### src/rtl/msd_pkg.sv
// Shared constants and helpers for the multi-channel strobe divider.
package msd_pkg;

  localparam int unsigned MSD_DEF_DIV = 52;

  // Channel-select width, never narrower than one bit.
  function automatic int unsigned sel_width(input int unsigned n);
    return (n > 1) ? $clog2(n) : 1;
  endfunction

endpackage

### src/rtl/strobe_channel.sv
// One divider channel: counter, ratio/phase shadow registers and strobe register.
// All outputs are registered; shadow writes become visible one cycle after the write.
module strobe_channel
  import msd_pkg::*;
#(
  parameter int unsigned W       = 8,
  parameter int unsigned DEF_DIV = MSD_DEF_DIV
) (
  input  logic         in_clk,
  input  logic         rst,
  input  logic         wr_i,
  input  logic [W-1:0] wr_div_i,
  input  logic [W-1:0] wr_phase_i,
  input  logic         en_i,
  input  logic         sync_i,
  output logic         stb_o,
  output logic [W-1:0] cnt_o,
  output logic         pend_o
);

  localparam logic [W-1:0] DIV_RST = W'(DEF_DIV);
  localparam logic [W-1:0] ONE     = W'(1);

  logic [W-1:0] cnt_q, cnt_d;
  logic [W-1:0] div_act_q, div_act_d;
  logic [W-1:0] div_sh_q, div_sh_d;
  logic [W-1:0] ph_sh_q, ph_sh_d;
  logic         pend_q, pend_d;
  logic         stb_q, stb_d;

  logic [W-1:0] div_in;
  logic [W-1:0] div_src;
  logic [W-1:0] ph_src;

  always_comb begin
    div_in    = (wr_div_i == '0) ? ONE : wr_div_i;
    // A write in the same cycle as sync must be seen by the sync.
    div_src   = wr_i ? div_in : div_sh_q;
    ph_src    = wr_i ? wr_phase_i : ph_sh_q;

    cnt_d     = cnt_q;
    div_act_d = div_act_q;
    div_sh_d  = div_sh_q;
    ph_sh_d   = ph_sh_q;
    pend_d    = pend_q;
    stb_d     = 1'b0;

    if (sync_i) begin
      div_act_d = div_src;
      pend_d    = 1'b0;
      cnt_d     = (ph_src > (div_src - ONE)) ? (div_src - ONE) : ph_src;
    end else if (en_i) begin
      if (cnt_q == (div_act_q - ONE)) begin
        cnt_d = '0;
        stb_d = 1'b1;
        if (pend_q) begin
          div_act_d = div_sh_q;
          pend_d    = 1'b0;
        end
      end else begin
        cnt_d = cnt_q + ONE;
      end
    end

    if (wr_i) begin
      div_sh_d = div_in;
      ph_sh_d  = wr_phase_i;
      pend_d   = ~sync_i;
    end
  end

  always_ff @(posedge in_clk or posedge rst) begin
    if (rst) begin
      cnt_q     <= '0;
      div_act_q <= DIV_RST;
      div_sh_q  <= DIV_RST;
      ph_sh_q   <= '0;
      pend_q    <= 1'b0;
      stb_q     <= 1'b0;
    end else begin
      cnt_q     <= cnt_d;
      div_act_q <= div_act_d;
      div_sh_q  <= div_sh_d;
      ph_sh_q   <= ph_sh_d;
      pend_q    <= pend_d;
      stb_q     <= stb_d;
    end
  end

  assign stb_o  = stb_q;
  assign cnt_o  = cnt_q;
  assign pend_o = pend_q;

endmodule

### src/rtl/multi_strobe_divider.sv
// CH independent programmable clock-enable dividers with shared load bus and global sync.
// Outputs are registered; no input-to-output combinational path.
module multi_strobe_divider
  import msd_pkg::*;
#(
  parameter int unsigned CH      = 4,
  parameter int unsigned W       = 8,
  parameter int unsigned DEF_DIV = MSD_DEF_DIV
) (
  input  logic                    in_clk,
  input  logic                    rst,
  input  logic                    load,
  input  logic [sel_width(CH)-1:0] load_ch,
  input  logic [W-1:0]            load_div,
  input  logic [W-1:0]            load_phase,
  input  logic [CH-1:0]           ch_en,
  input  logic                    sync,
  output logic [CH-1:0]           out_stb,
  output logic [CH*W-1:0]         phase_idx,
  output logic [CH-1:0]           pending
);

  localparam int unsigned SEL_W = sel_width(CH);

  for (genvar i = 0; i < CH; i++) begin : g_ch
    logic wr;

    // Selects >= CH match no channel and are dropped.
    assign wr = load && (load_ch == SEL_W'(i));

    strobe_channel #(
      .W       (W),
      .DEF_DIV (DEF_DIV)
    ) u_ch (
      .in_clk     (in_clk),
      .rst        (rst),
      .wr_i       (wr),
      .wr_div_i   (load_div),
      .wr_phase_i (load_phase),
      .en_i       (ch_en[i]),
      .sync_i     (sync),
      .stb_o      (out_stb[i]),
      .cnt_o      (phase_idx[i*W +: W]),
      .pend_o     (pending[i])
    );
  end

endmodule
### config.mk
export PLATFORM = sky130hd
export DESIGN_NAME = multi_strobe_divider
export DESIGN_NICKNAME = d
export VERILOG_FILES = /design/src/rtl/msd_pkg.sv /design/src/rtl/strobe_channel.sv /design/src/rtl/multi_strobe_divider.sv
export SDC_FILE = /design/constraint.sdc
export NUM_CORES = 1
export LEC_CHECK = 0
export CORE_ASPECT_RATIO = 0.5
export CORE_MARGIN = 4
export CORE_UTILIZATION = 50
export DETAILED_ROUTE_END_ITERATION = 8
export MAX_ROUTING_LAYER = met4
export PLACE_DENSITY_LB_ADDON = 0.2
export SLEW_MARGIN = 20
export SYNTH_ARGS = -nofsm -noshare
export SYNTH_HDL_FRONTEND = slang
export SYNTH_SLANG_ARGS = --single-unit
### constraint.sdc
create_clock -name in_clk -period 10.5 [get_ports in_clk]
set_input_delay 2.1 -clock in_clk [delete_from_list [all_inputs] [get_ports in_clk]]
set_output_delay 2.1 -clock in_clk [all_outputs]
set_load 0.005 [all_outputs]
==> impl_summary.txt, run 1 <==
----------------------------------------------------
[STA]
  Max-slew headroom at the worst pin ... 0.374
  Final setup vio count ... 0
  Final worst path period need ... 6240 ps
  Share of the clock period used by the worst path ... 0.594
  Summed negative setup slack over all endpoints ... 0 ps
  Slew at the pin closest to its max-slew limit ... 937 ps
  Timing-limited maximum frequency ... 160 MHz
  RSZ-0062 raised after global routing ... false
  Max-slew violations ... 0
  Setup clock skew after layout ... 10.9 ps
  Endpoints failing hold ... 0

[Die]
  DIE HEIGHT ... 104 µm
  Die area ... 0.0206 mm²
  Cell Rows ... 34
  Width of the chip ... 199 µm
  Core region area ... 0.0177 mm²
  I/O pin cnt ... 66
  Starting density of the core ... 0.518

[Logic synthesis]
  Post-Syn Nets ... 1084
  Mapped Cells ... 1018
  Syn avg cell area ... 8.98 µm²
  Most instantiated flip-flop cell in the synthesis netlist ... sky130_fd_sc_hd__dfrtp_1
  Count of cell types in the netlist ... 76
  Async SR Flop Fraction ... 1.00
  Warnings, synthesis ... 0
  Number of flops mapped to enable cells by yosys ... 0
  Flip-flop and latch count after synthesis ... 136
  Synthesized cell area ... 0.00915 mm²
  Sequential element share of the synthesized area ... 0.375

[Clock tree]
  TritonCTS Buffers ... 17
  Cell at the root of the clock tree ... sky130_fd_sc_hd__clkbuf_16
  Resized cells post-CTS ... 0
  Postcts setup bufs ... 0
  CTS clock-pin slew for the worst setup and hold paths ... 60 ps
  CTS H-tree lvls ... 4
  Number of clock sinks seen by CTS ... 136
  Clock latency on the worst-skew pair ... 420 ps
  Number of buffers inserted for hold repair after clock tree synthesis ... 0
  TritonCTS clock tree ... yes
  Max Buffers Root-to-Sink ... 2

[Worst setup path]
  Kind of end point of the critical path ... flip-flop
  Data required time at the worst endpoint ... 10800 ps
  Depth of the worst register-to-register path ... 12
  Startpoint kind of the worst setup timing path ... input port
  Worst flop-to-flop path startpoint ... g_ch[2].u_ch.div_sh_q[0]
  Kind of critical path ... input port to flip-flop
  Largest fanout on the critical path ... 11
  Worst endpoint data arrival time ... 6550 ps
  Endpoint of the worst-slack reg-to-reg timing path ... g_ch[2].u_ch.cnt_o[4]
  R2r setup slk ... 6670 ps

[Final layout]
  Nets ... 1112
  Area added between synthesis and finish ... 14.0%
  Combined area of the multi-input logic cells ... 0.00518 mm²
  Share of post-route cells with drive strength above 1 ... 0.104
  Filler instances ... 1492
  Total area of sequential cells ... 0.00343 mm²

[Drt]
  DR vias ... 7786
  Routed wire per std cell ... 19.5 µm
  Number of search-and-repair iterations in the first detailed-routing pass ... 5
  Drt first-iter violations ... 759
  Post-route DRC ... 0
  DRT antenna net count ... 0
  Average via count per standard cell ... 6.02
  Final WL ... 25300 µm

[Global routing]
  Overall Global Routing Usage ... 0.251
  First-pass GRT wire length ... 40400 µm
  Vias in the first global route ... 7531
  Global route total overflow ... 0
  Antenna violations before repair ... 1
  Pin count of the biggest net entering global routing ... 71

[Min path]
  Hold_sp ... g_ch[0].u_ch.div_sh_q[2]
  Number of cells on the worst hold path ... 2
  Endpoint, Worst Hold ... g_ch[0].u_ch.div_sh_q[2]
  Worst hold path type ... flip-flop to flip-flop

[Pwr]
  Power, Total ... 2.31 mW
  Power Density ... 222 mW/mm²
  Largest vdd supply drop ... 0.135 mV
  Leakage power of the design ... 4.69 nW

[Job]
  Max Cap Viol ... 0

[Placed design]
  Post-DP HPWL ... 18000 µm
  Final weighted congestion in routability-driven placement ... 0.931
  PortBufs ... 65

[Status]
  Outcome ... finished, final reports clean

----------------------------------------------------
power breakdown:
part / switching [mW] / leakage, nW / internal (mW)
Clock: 0.239 / 0.275 / 0.344
Combinational: 0.454 / 2.81 / 0.446
Sequential: 0.179 / 1.61 / 0.652
layout make-up:
| type | count | area share |
|---|---|---|
| Multi-Input combinational cell | 754 | 0.497 |
| Sequential cell | 136 | 0.329 |
| Timing Repair Buffer | 72 | 0.0670 |
| Clock buffer | 21 | 0.0451 |
| Tap cell | 234 | 0.0281 |
| Inverter | 65 | 0.0239 |
| Clock inverter | 11 | 0.00948 |
| Antenna cell | 1 | 0.000240 |
cell families (layout without fill, tap and decap cells):
family / count (synthesis) / after routing / synth area share
and+or+nand+nor: 343 / 343 / 0.190
AOI/OAI and AO/OA: 225 / 225 / 0.167
DFF: 136 / 136 / 0.375
buffers and inverters: 128 / 169 / 0.0586
muxes: 80 / 80 / 0.0903
xor gates and xnor gates: 66 / 66 / 0.0632
adders and majority gates: 40 / 40 / 0.0547
other: 0 / 1 / 0
how the worst max path moves through the flow:
stage                      from  slack (ps)                     to
global route        load_div[4]        4010  g_ch[3].u_ch.cnt_o[7]
finish              load_div[4]        4260  g_ch[3].u_ch.cnt_o[6]
CTS                 load_div[4]        4330  g_ch[3].u_ch.cnt_o[6]
global placement    load_div[4]        3970  g_ch[3].u_ch.cnt_o[6]
detailed placement  load_div[4]        3890  g_ch[3].u_ch.cnt_o[6]
floorplan                   rst        4800  g_ch[0].u_ch.cnt_o[0]
cell usage after synthesis (5+ instances only):
library cell	n	area share
sky130_fd_sc_hd__o21a_1	7	0.0057
sky130_fd_sc_hd__o41ai_1	8	0.0077
sky130_fd_sc_hd__buf_4	8	0.0066
sky130_fd_sc_hd__and3b_1	6	0.0057
sky130_fd_sc_hd__clkbuf_1	43	0.018
sky130_fd_sc_hd__mux2_2	20	0.025
sky130_fd_sc_hd__a221oi_1	9	0.0086
sky130_fd_sc_hd__nor3b_1	6	0.0049
sky130_fd_sc_hd__o22ai_1	10	0.0068
sky130_fd_sc_hd__nand3_1	20	0.011
sky130_fd_sc_hd__o21ai_0	54	0.030
sky130_fd_sc_hd__dfstp_2	24	0.069
sky130_fd_sc_hd__xor2_1	22	0.021
sky130_fd_sc_hd__dfrtp_1	112	0.31
sky130_fd_sc_hd__a22oi_1	15	0.012
sky130_fd_sc_hd__inv_1	65	0.027
sky130_fd_sc_hd__a21oi_1	44	0.024
sky130_fd_sc_hd__ha_1	40	0.055
sky130_fd_sc_hd__or3_1	12	0.0082
sky130_fd_sc_hd__xnor2_1	44	0.042
sky130_fd_sc_hd__buf_2	6	0.0033
sky130_fd_sc_hd__o221a_2	6	0.0074
sky130_fd_sc_hd__nand2_1	128	0.053
sky130_fd_sc_hd__a31oi_1	12	0.0082
sky130_fd_sc_hd__nor4_1	10	0.0068
sky130_fd_sc_hd__a21o_1	5	0.0041
sky130_fd_sc_hd__a22o_1	6	0.0057
sky130_fd_sc_hd__nor2_1	55	0.023
sky130_fd_sc_hd__nor2b_1	18	0.012
sky130_fd_sc_hd__nand4_1	26	0.018
sky130_fd_sc_hd__nor3_1	18	0.0099
sky130_fd_sc_hd__or4_1	10	0.0082
sky130_fd_sc_hd__or2_2	7	0.0048
sky130_fd_sc_hd__mux2i_1	60	0.066
sky130_fd_sc_hd__and3_1	5	0.0034
flip-flops by register name (all words and copies together), names as in the netlist:
signal               count
g_ch.u_ch.cnt_o         32
g_ch.u_ch.div_act_q     32
g_ch.u_ch.div_sh_q      32
g_ch.u_ch.ph_sh_q       32
g_ch.u_ch.pend_o         4
g_ch.u_ch.stb_o          4
metrics by stage:
stage          std cells  area [µm²]  utilization  worst slack [ps]  hold slack [ps]
2_1_floorplan       1018        9150            -              4800              454
3_3_place_gp        1261        9850        0.558              3970              469
3_5_place_dp        1261        9850        0.558              3890              480
4_1_cts             1293       10400        0.590              4330              488
5_1_grt             1294       10400        0.590              4010              509
6_report            1294       10400        0.590              4260              491
cell usage in the layout, fill, tap and decap left out, types with 26 or more instances in the layout:
cell type and instances:
sky130_fd_sc_hd__nand2_1 128, sky130_fd_sc_hd__dfrtp_1 112, sky130_fd_sc_hd__inv_1 64, sky130_fd_sc_hd__clkdlybuf4s50_1 64, sky130_fd_sc_hd__mux2i_1 60, sky130_fd_sc_hd__nor2_1 55
sky130_fd_sc_hd__o21ai_0 54, sky130_fd_sc_hd__xnor2_1 44, sky130_fd_sc_hd__a21oi_1 44, sky130_fd_sc_hd__ha_1 40, sky130_fd_sc_hd__nand4_1 26
critical path, stage by stage:
cell,delay [ps]
sky130_fd_sc_hd__clkdlybuf4s50_1,710
sky130_fd_sc_hd__nor4_1,900
sky130_fd_sc_hd__and2_1,260
sky130_fd_sc_hd__o21ai_0,270
sky130_fd_sc_hd__o21ai_0,320
sky130_fd_sc_hd__ha_1,290
sky130_fd_sc_hd__nor2b_1,130
sky130_fd_sc_hd__o211ai_1,160
sky130_fd_sc_hd__a21oi_1,80
sky130_fd_sc_hd__o21ai_1,640
sky130_fd_sc_hd__mux2_2,420
sky130_fd_sc_hd__mux2_2,260
routing by layer:
layer  track usage  routed length, µm  up-vias
li1              -                  -     3717
met1         0.356              12000     3792
met2         0.359              10900      240
met3        0.0584               1830       37
met4        0.0746                527        0
met5             -                  0        -
(Power assumes the default switching activity.)
==> run 2, diff against run 1 <==
==> constraint.sdc (replaced) <==
create_clock -name in_clk -period 5.6 [get_ports in_clk]
set_input_delay 1.12 -clock in_clk [delete_from_list [all_inputs] [get_ports in_clk]]
set_output_delay 1.12 -clock in_clk [all_outputs]
set_load 0.005 [all_outputs]
==> impl_summary.txt, run 2 (synthesis results as in run 1) <==
----------------------------------------------------
[Final layout]
  Combined area of the multi-input logic cells ... 0.00518 mm² (unchanged)
  Fin cells ... 1310 (+1.2%)
  Share of post-route cells with drive strength above 1 ... 0.117 (+0.0132)
  Leading cell type in the layout, fill and taps excluded ... sky130_fd_sc_hd__nand2_1
  Filler instances ... 1506 (+0.94%)
  Total area of sequential cells ... 0.00343 mm² (unchanged)
  Leading cell types in the layout, fill and taps excluded ... 128 x sky130_fd_sc_hd__nand2_1, 112 x sky130_fd_sc_hd__dfrtp_1, 64 x sky130_fd_sc_hd__inv_1, 64 x sky130_fd_sc_hd__clkdlybuf4s50_1, 60 x sky130_fd_sc_hd__mux2i_1
  Non-Filler Cell Area, Final ... 0.0106 mm² (+1.8%)
  Area added between synthesis and finish ... 16.0%
  Number of diodes added for antenna fixing ... 0 (-1)
  Nets ... 1129 (+1.5%)

[Drt]
  Post-route DRC ... 0 (unchanged)
  Routed wire per std cell ... 19.3 µm (-1.1%)
  DRT antenna net count ... 0 (unchanged)
  DR vias ... 7956 (+2.2%)
  Drt first-iter violations ... 768 (+1.2%)
  Number of search-and-repair iterations in the first detailed-routing pass ... 6 (+1)
  Average via count per standard cell ... 6.07 (+0.94%)
  Final WL ... 25300 µm (+0.15%)

[Clock tree]
  Resized cells post-CTS ... 0 (unchanged)
  Number of buffers inserted for hold repair after clock tree synthesis ... 0 (unchanged)
  Cell at the root of the clock tree ... sky130_fd_sc_hd__clkbuf_16
  TritonCTS Buffers ... 17 (unchanged)
  Postcts setup bufs ... 0 (unchanged)
  Number of clock sinks seen by CTS ... 136 (unchanged)
  CTS H-tree lvls ... 4 (unchanged)
  CTS clock-pin slew for the worst setup and hold paths ... 60 ps (about the same)
  Clock latency on the worst-skew pair ... 420 ps (about the same)
  Max Buffers Root-to-Sink ... 2 (unchanged)
  TritonCTS clock tree ... yes

[Global routing]
  Global route total overflow ... 0 (unchanged)
  Vias in the first global route ... 7625 (+1.2%)
  Pin count of the biggest net entering global routing ... 108 (+52%)
  First-pass GRT wire length ... 41300 µm (+2.2%)
  Overall Global Routing Usage ... 0.254 (+0.00287)
  Antenna violations before repair ... 0 (-1)

[Die]
  Core region area ... 0.0177 mm² (unchanged)
  Cell Rows ... 34 (unchanged)
  Starting density of the core ... 0.518 (unchanged)
  Width of the chip ... 199 µm (unchanged)
  I/O pin cnt ... 66 (unchanged)
  Die area ... 0.0206 mm² (unchanged)
  DIE HEIGHT ... 104 µm (unchanged)

[STA]
  Share of the clock period used by the worst path ... 0.866
  Final setup vio count ... 0 (unchanged)
  Summed negative setup slack over all endpoints ... 0 ps (unchanged)
  RSZ-0062 raised after global routing ... false
  Max-slew violations ... 0 (unchanged)
  Slew at the pin closest to its max-slew limit ... 975 ps (+37.9 ps)
  Setup clock skew after layout ... 11.4 ps (+0.442 ps)
  Endpoints failing hold ... 0 (unchanged)
  Timing-limited maximum frequency ... 206 MHz
  Final worst path period need ... 4850 ps
  Max-slew headroom at the worst pin ... 0.350 (-0.0234)
  Setup slack of the critical path after layout ... 749 ps (-3510 ps)

[Worst setup path]
  Worst endpoint data arrival time ... 5170 ps (-1380 ps)
  Kind of critical path ... input port to flip-flop
  Startpoint kind of the worst setup timing path ... input port
  Largest fanout on the critical path ... 11 (unchanged)
  Data required time at the worst endpoint ... 5920 ps (-4880 ps)
  Kind of end point of the critical path ... flip-flop

[Pwr]
  Power, Total ... 4.48 mW (+94%)
  Power Density ... 422 mW/mm² (+90%)
  Sequential fraction of design power ... 0.348 (-0.011)
  Largest vdd supply drop ... 0.259 mV (+92%)
  Gate power share ... 0.381 (-0.008)
  Clock Power Share ... 0.270 (+0.018)
  Leakage power of the design ... 4.81 nW (+2.4%)
  Sw frac ... 0.365 (-0.0117)
  Switching power summed over all nets ... 1.63 mW (+88%)
  Cell Int Power ... 2.84 mW (+97%)

[Placed design]
  PortBufs ... 65 (unchanged)
  Placed insts ... 1278 (+1.3%)
  Post-DP HPWL ... 18000 µm (+0.46%)
  Worst slack, placed ... 526 ps (-3360 ps)
  Instance area at placement ... 0.00998 mm² (+1.3%)
  Final weighted congestion in routability-driven placement ... 0.894 (-4.0%)

[Job]
  Max Cap Viol ... 0 (unchanged)

[Status]
  Outcome ... finished, final reports clean

[Min path]
  Worst hold path type ... flip-flop to flip-flop

----------------------------------------------------
==> run 2: worst max-delay path, cell delays in order <==
cell	delay [ps]
sky130_fd_sc_hd__clkdlybuf4s50_1	560
sky130_fd_sc_hd__or4_1	770
sky130_fd_sc_hd__nor4_1	440
sky130_fd_sc_hd__o21ai_0	180
sky130_fd_sc_hd__xnor2_1	230
sky130_fd_sc_hd__inv_1	70
sky130_fd_sc_hd__ha_1	320
sky130_fd_sc_hd__a21oi_1	190
sky130_fd_sc_hd__o21ai_0	150
sky130_fd_sc_hd__mux2i_1	190
sky130_fd_sc_hd__a21o_1	350
sky130_fd_sc_hd__mux2_2	390
sky130_fd_sc_hd__a211oi_1	230
==> run 2: area by class of cell <==
class / count / share of cell area
clock inverter: 11 / 0.0163
multi-input combinational: 754 / 0.488
tap: 234 / 0.0276
inverter: 65 / 0.0235
timing repair buffer: 89 / 0.0778
sequential: 136 / 0.324
clock buffer: 21 / 0.0434
==> run 2: worst paths after layout <==
path / startpoint / endpoint / slack (ps) / cells after the start
max: load_div[1] / g_ch[2].u_ch.cnt_o[4] / 750 / 13
min: g_ch[0].u_ch.div_sh_q[2] / g_ch[0].u_ch.div_sh_q[2] / 500 / 2
max reg2reg: g_ch[2].u_ch.div_sh_q[0] / g_ch[2].u_ch.cnt_o[4] / 1710 / 12
min reg2reg: g_ch[0].u_ch.div_sh_q[2] / g_ch[0].u_ch.div_sh_q[2] / 500 / 2
max in group asynchronous: rst / g_ch[2].u_ch.div_sh_q[5] / 3290 / 3
min in group asynchronous: rst / g_ch[3].u_ch.ph_sh_q[3] / 1320 / 2
==> run 2: stage by stage <==
stage          utilization  hold WS [ps]
6_report             0.601           495
5_1_grt              0.601           531
4_1_cts              0.601           499
3_5_place_dp         0.565           490
3_3_place_gp         0.565           476
2_1_floorplan            -           454
==> run 2: routing by layer <==
layer	vias up	global-route usage	part of all wire
li1	3753	-	-
met1	3906	0.379	0.49
met2	268	0.366	0.44
met3	29	0.0441	0.058
met4	0	0.0459	0.011
met5	-	-	0
==> run 2: power groups by stage <==
stage,logic (mW),registers (mW),clock network (mW)
global placement,1.63,1.56,0
floorplan,1.23,1.44,0
CTS,1.70,1.55,1.22
global route,1.89,1.60,1.27
detailed placement,1.68,1.57,0
finish,1.71,1.56,1.21
==> run 3, diff against run 2 <==
==> constraint.sdc (replaced) <==
create_clock -name in_clk -period 6.2 [get_ports in_clk]
set_input_delay 1.24 -clock in_clk [delete_from_list [all_inputs] [get_ports in_clk]]
set_output_delay 1.24 -clock in_clk [all_outputs]
set_load 0.005 [all_outputs]
==> impl_summary.txt, run 3 (synthesis results as in run 1) <==
----------------------------------------------------
[Status]
  Outcome ... finished, final reports clean

[Global routing]
  Vias in the first global route ... 7560 (-0.85%)
  Antenna violations before repair ... 0 (unchanged)
  Pin count of the biggest net entering global routing ... 99 (-8.3%)
  First-pass GRT wire length ... 41200 µm (-0.12%)
  Overall Global Routing Usage ... 0.255 (+0.00133)
  Global route total overflow ... 0 (unchanged)

[Drt]
  Final WL ... 25100 µm (-0.91%)
  Average via count per standard cell ... 5.99 (-1.4%)
  Post-route DRC ... 0 (unchanged)
  DR vias ... 7781 (-2.2%)
  Drt first-iter violations ... 813 (+5.9%)
  Number of search-and-repair iterations in the first detailed-routing pass ... 5 (-1)
  Routed wire per std cell ... 19.3 µm (about the same)
  DRT antenna net count ... 0 (unchanged)

[Die]
  Starting density of the core ... 0.518 (unchanged)
  DIE HEIGHT ... 104 µm (unchanged)
  Die area ... 0.0206 mm² (unchanged)
  Core region area ... 0.0177 mm² (unchanged)
  I/O pin cnt ... 66 (unchanged)
  Width of the chip ... 199 µm (unchanged)
  Cell Rows ... 34 (unchanged)

[Clock tree]
  TritonCTS clock tree ... yes
  TritonCTS Buffers ... 17 (unchanged)
  Number of clock sinks seen by CTS ... 136 (unchanged)
  Clock latency on the worst-skew pair ... 430 ps (about the same)
  CTS clock-pin slew for the worst setup and hold paths ... 60 ps (about the same)
  Number of buffers inserted for hold repair after clock tree synthesis ... 0 (unchanged)
  Max Buffers Root-to-Sink ... 2 (unchanged)
  Resized cells post-CTS ... 0 (unchanged)
  Postcts setup bufs ... 0 (unchanged)
  Cell at the root of the clock tree ... sky130_fd_sc_hd__clkbuf_16
  CTS H-tree lvls ... 4 (unchanged)

[STA]
  RSZ-0062 raised after global routing ... false
  Max-slew headroom at the worst pin ... 0.398 (+0.0476)
  Setup clock skew after layout ... 9.82 ps (-1.55 ps)
  Worst hold margin ... 502 ps (+7.08 ps)
  Timing-limited maximum frequency ... 195 MHz
  Final worst path period need ... 5120 ps
  Max-slew violations ... 0 (unchanged)
  Slew at the pin closest to its max-slew limit ... 903 ps (-71.3 ps)
  Final setup vio count ... 0 (unchanged)
  Share of the clock period used by the worst path ... 0.825
  Summed negative setup slack over all endpoints ... 0 ps (unchanged)
  Endpoints failing hold ... 0 (unchanged)

[Pwr]
  Largest vdd supply drop ... 0.217 mV (-16%)
  Leakage power of the design ... 4.73 nW (-1.6%)
  Cell Int Power ... 2.49 mW (-13%)
  Power Density ... 378 mW/mm² (-10%)
  Gate power share ... 0.386 (+0.005)
  Sequential fraction of design power ... 0.355 (+0.007)
  Clock Power Share ... 0.258 (-0.012)
  Switching power summed over all nets ... 1.48 mW (-9.4%)
  Sw frac ... 0.373 (+0.00822)

[Placed design]
  PortBufs ... 65 (unchanged)
  Final weighted congestion in routability-driven placement ... 0.962 (+7.7%)
  Placed insts ... 1267 (-0.86%)
  Post-DP HPWL ... 17900 µm (-0.90%)

[Final layout]
  Number of diodes added for antenna fixing ... 0 (unchanged)
  Leading cell types in the layout, fill and taps excluded ... 128 x sky130_fd_sc_hd__nand2_1, 112 x sky130_fd_sc_hd__dfrtp_1, 64 x sky130_fd_sc_hd__inv_1, 64 x sky130_fd_sc_hd__clkdlybuf4s50_1, 60 x sky130_fd_sc_hd__mux2i_1
  Fin cells ... 1299 (-0.84%)
  Filler instances ... 1491 (-1.0%)
  Area added between synthesis and finish ... 14.7%
  Total area of sequential cells ... 0.00343 mm² (unchanged)
  Nets ... 1118 (-0.97%)
  Share of post-route cells with drive strength above 1 ... 0.109 (-0.00818)
  Leading cell type in the layout, fill and taps excluded ... sky130_fd_sc_hd__nand2_1
  End-of-flow core utilization ... 0.594 (-0.00694)
  Combined area of the multi-input logic cells ... 0.00518 mm² (unchanged)

[Worst setup path]
  Worst endpoint data arrival time ... 5420 ps (+250 ps)
  Kind of critical path ... input port to flip-flop
  Startpoint kind of the worst setup timing path ... input port
  Largest fanout on the critical path ... 10 (-1)
  Data required time at the worst endpoint ... 6500 ps (+580 ps)
  Kind of end point of the critical path ... flip-flop

[Job]
  Max Cap Viol ... 0 (unchanged)

[Min path]
  Worst hold path type ... flip-flop to flip-flop

----------------------------------------------------
## run 3: cell count changes in the layout (fill, tap and decap cells not counted)
| cell | previous run | this run |
|---|---|---|
| sky130_fd_sc_hd__bufinv_16 | 4 | 2 |
| sky130_fd_sc_hd__clkinv_4 | 4 | 2 |
| sky130_fd_sc_hd__clkbuf_8 | 2 | 3 |
| sky130_fd_sc_hd__clkinvlp_4 | 1 | 4 |
| sky130_fd_sc_hd__buf_4 | 24 | 13 |
| sky130_fd_sc_hd__clkbuf_1 | 2 | 1 |
| sky130_fd_sc_hd__clkinv_2 | 2 | 3 |
## run 3: path summary, 6_finish.rpt
path,depth (start not counted),start,slack [ps],endpoint
max reg2reg,12,g_ch[2].u_ch.div_sh_q[0],2280,g_ch[2].u_ch.cnt_o[4]
min,2,g_ch[0].u_ch.div_sh_q[4],500,g_ch[0].u_ch.div_sh_q[4]
min reg2reg,2,g_ch[0].u_ch.div_sh_q[4],500,g_ch[0].u_ch.div_sh_q[4]
min in group asynchronous,2,rst,1400,g_ch[0].u_ch.ph_sh_q[4]
max,12,load_div[6],1080,g_ch[3].u_ch.cnt_o[6]
max in group asynchronous,3,rst,3740,g_ch[3].u_ch.div_act_q[5]
## run 3: critical path: stages
cell and delay, ps:
sky130_fd_sc_hd__clkdlybuf4s50_1 630, sky130_fd_sc_hd__nor4_1 730, sky130_fd_sc_hd__and2_1 250, sky130_fd_sc_hd__o21ai_0 240, sky130_fd_sc_hd__o21ai_0 340, sky130_fd_sc_hd__ha_1 300
sky130_fd_sc_hd__nor2b_1 130, sky130_fd_sc_hd__o211ai_1 160, sky130_fd_sc_hd__a21oi_1 80, sky130_fd_sc_hd__o21ai_1 600, sky130_fd_sc_hd__mux2_2 420, sky130_fd_sc_hd__mux2_2 280
## run 3: layout make-up
type	count	area share
Timing Repair Buffer	78	0.0709
Sequential cell	136	0.327
Inverter	65	0.0237
Multi-Input combinational cell	754	0.494
Clock buffer	21	0.0449
Clock inverter	11	0.0117
Tap cell	234	0.0279
## run 3: through the flow
step | cell area (µm²) | setup slack, ps | power, mW
2_1_floorplan | 9150 | 1360 | 2.41
3_3_place_gp | 9890 | 980 | 2.88
3_5_place_dp | 9890 | 736 | 2.93
4_1_cts | 10500 | 1160 | 3.96
5_1_grt | 10500 | 772 | 4.22
6_report | 10500 | 1080 | 3.97
## run 3: per-layer routing
| metal | global-route usage | wire [µm] | up-vias |
|---|---|---|---|
| li1 | - | - | 3746 |
| met1 | 0.391 | 12600 | 3755 |
| met2 | 0.348 | 10600 | 247 |
| met3 | 0.0506 | 1530 | 33 |
| met4 | 0.0561 | 341 | 0 |
| met5 | - | 0 | - |
## run 3: power by group through the flow
stage          Clock, mW  Sequential [mW]  Combinational [mW]
5_1_grt             1.08             1.45                1.70
2_1_floorplan          0             1.30                1.11
4_1_cts             1.03             1.40                1.53
3_3_place_gp           0             1.41                1.47
6_report            1.03             1.41                1.53
3_5_place_dp           0             1.41                1.51
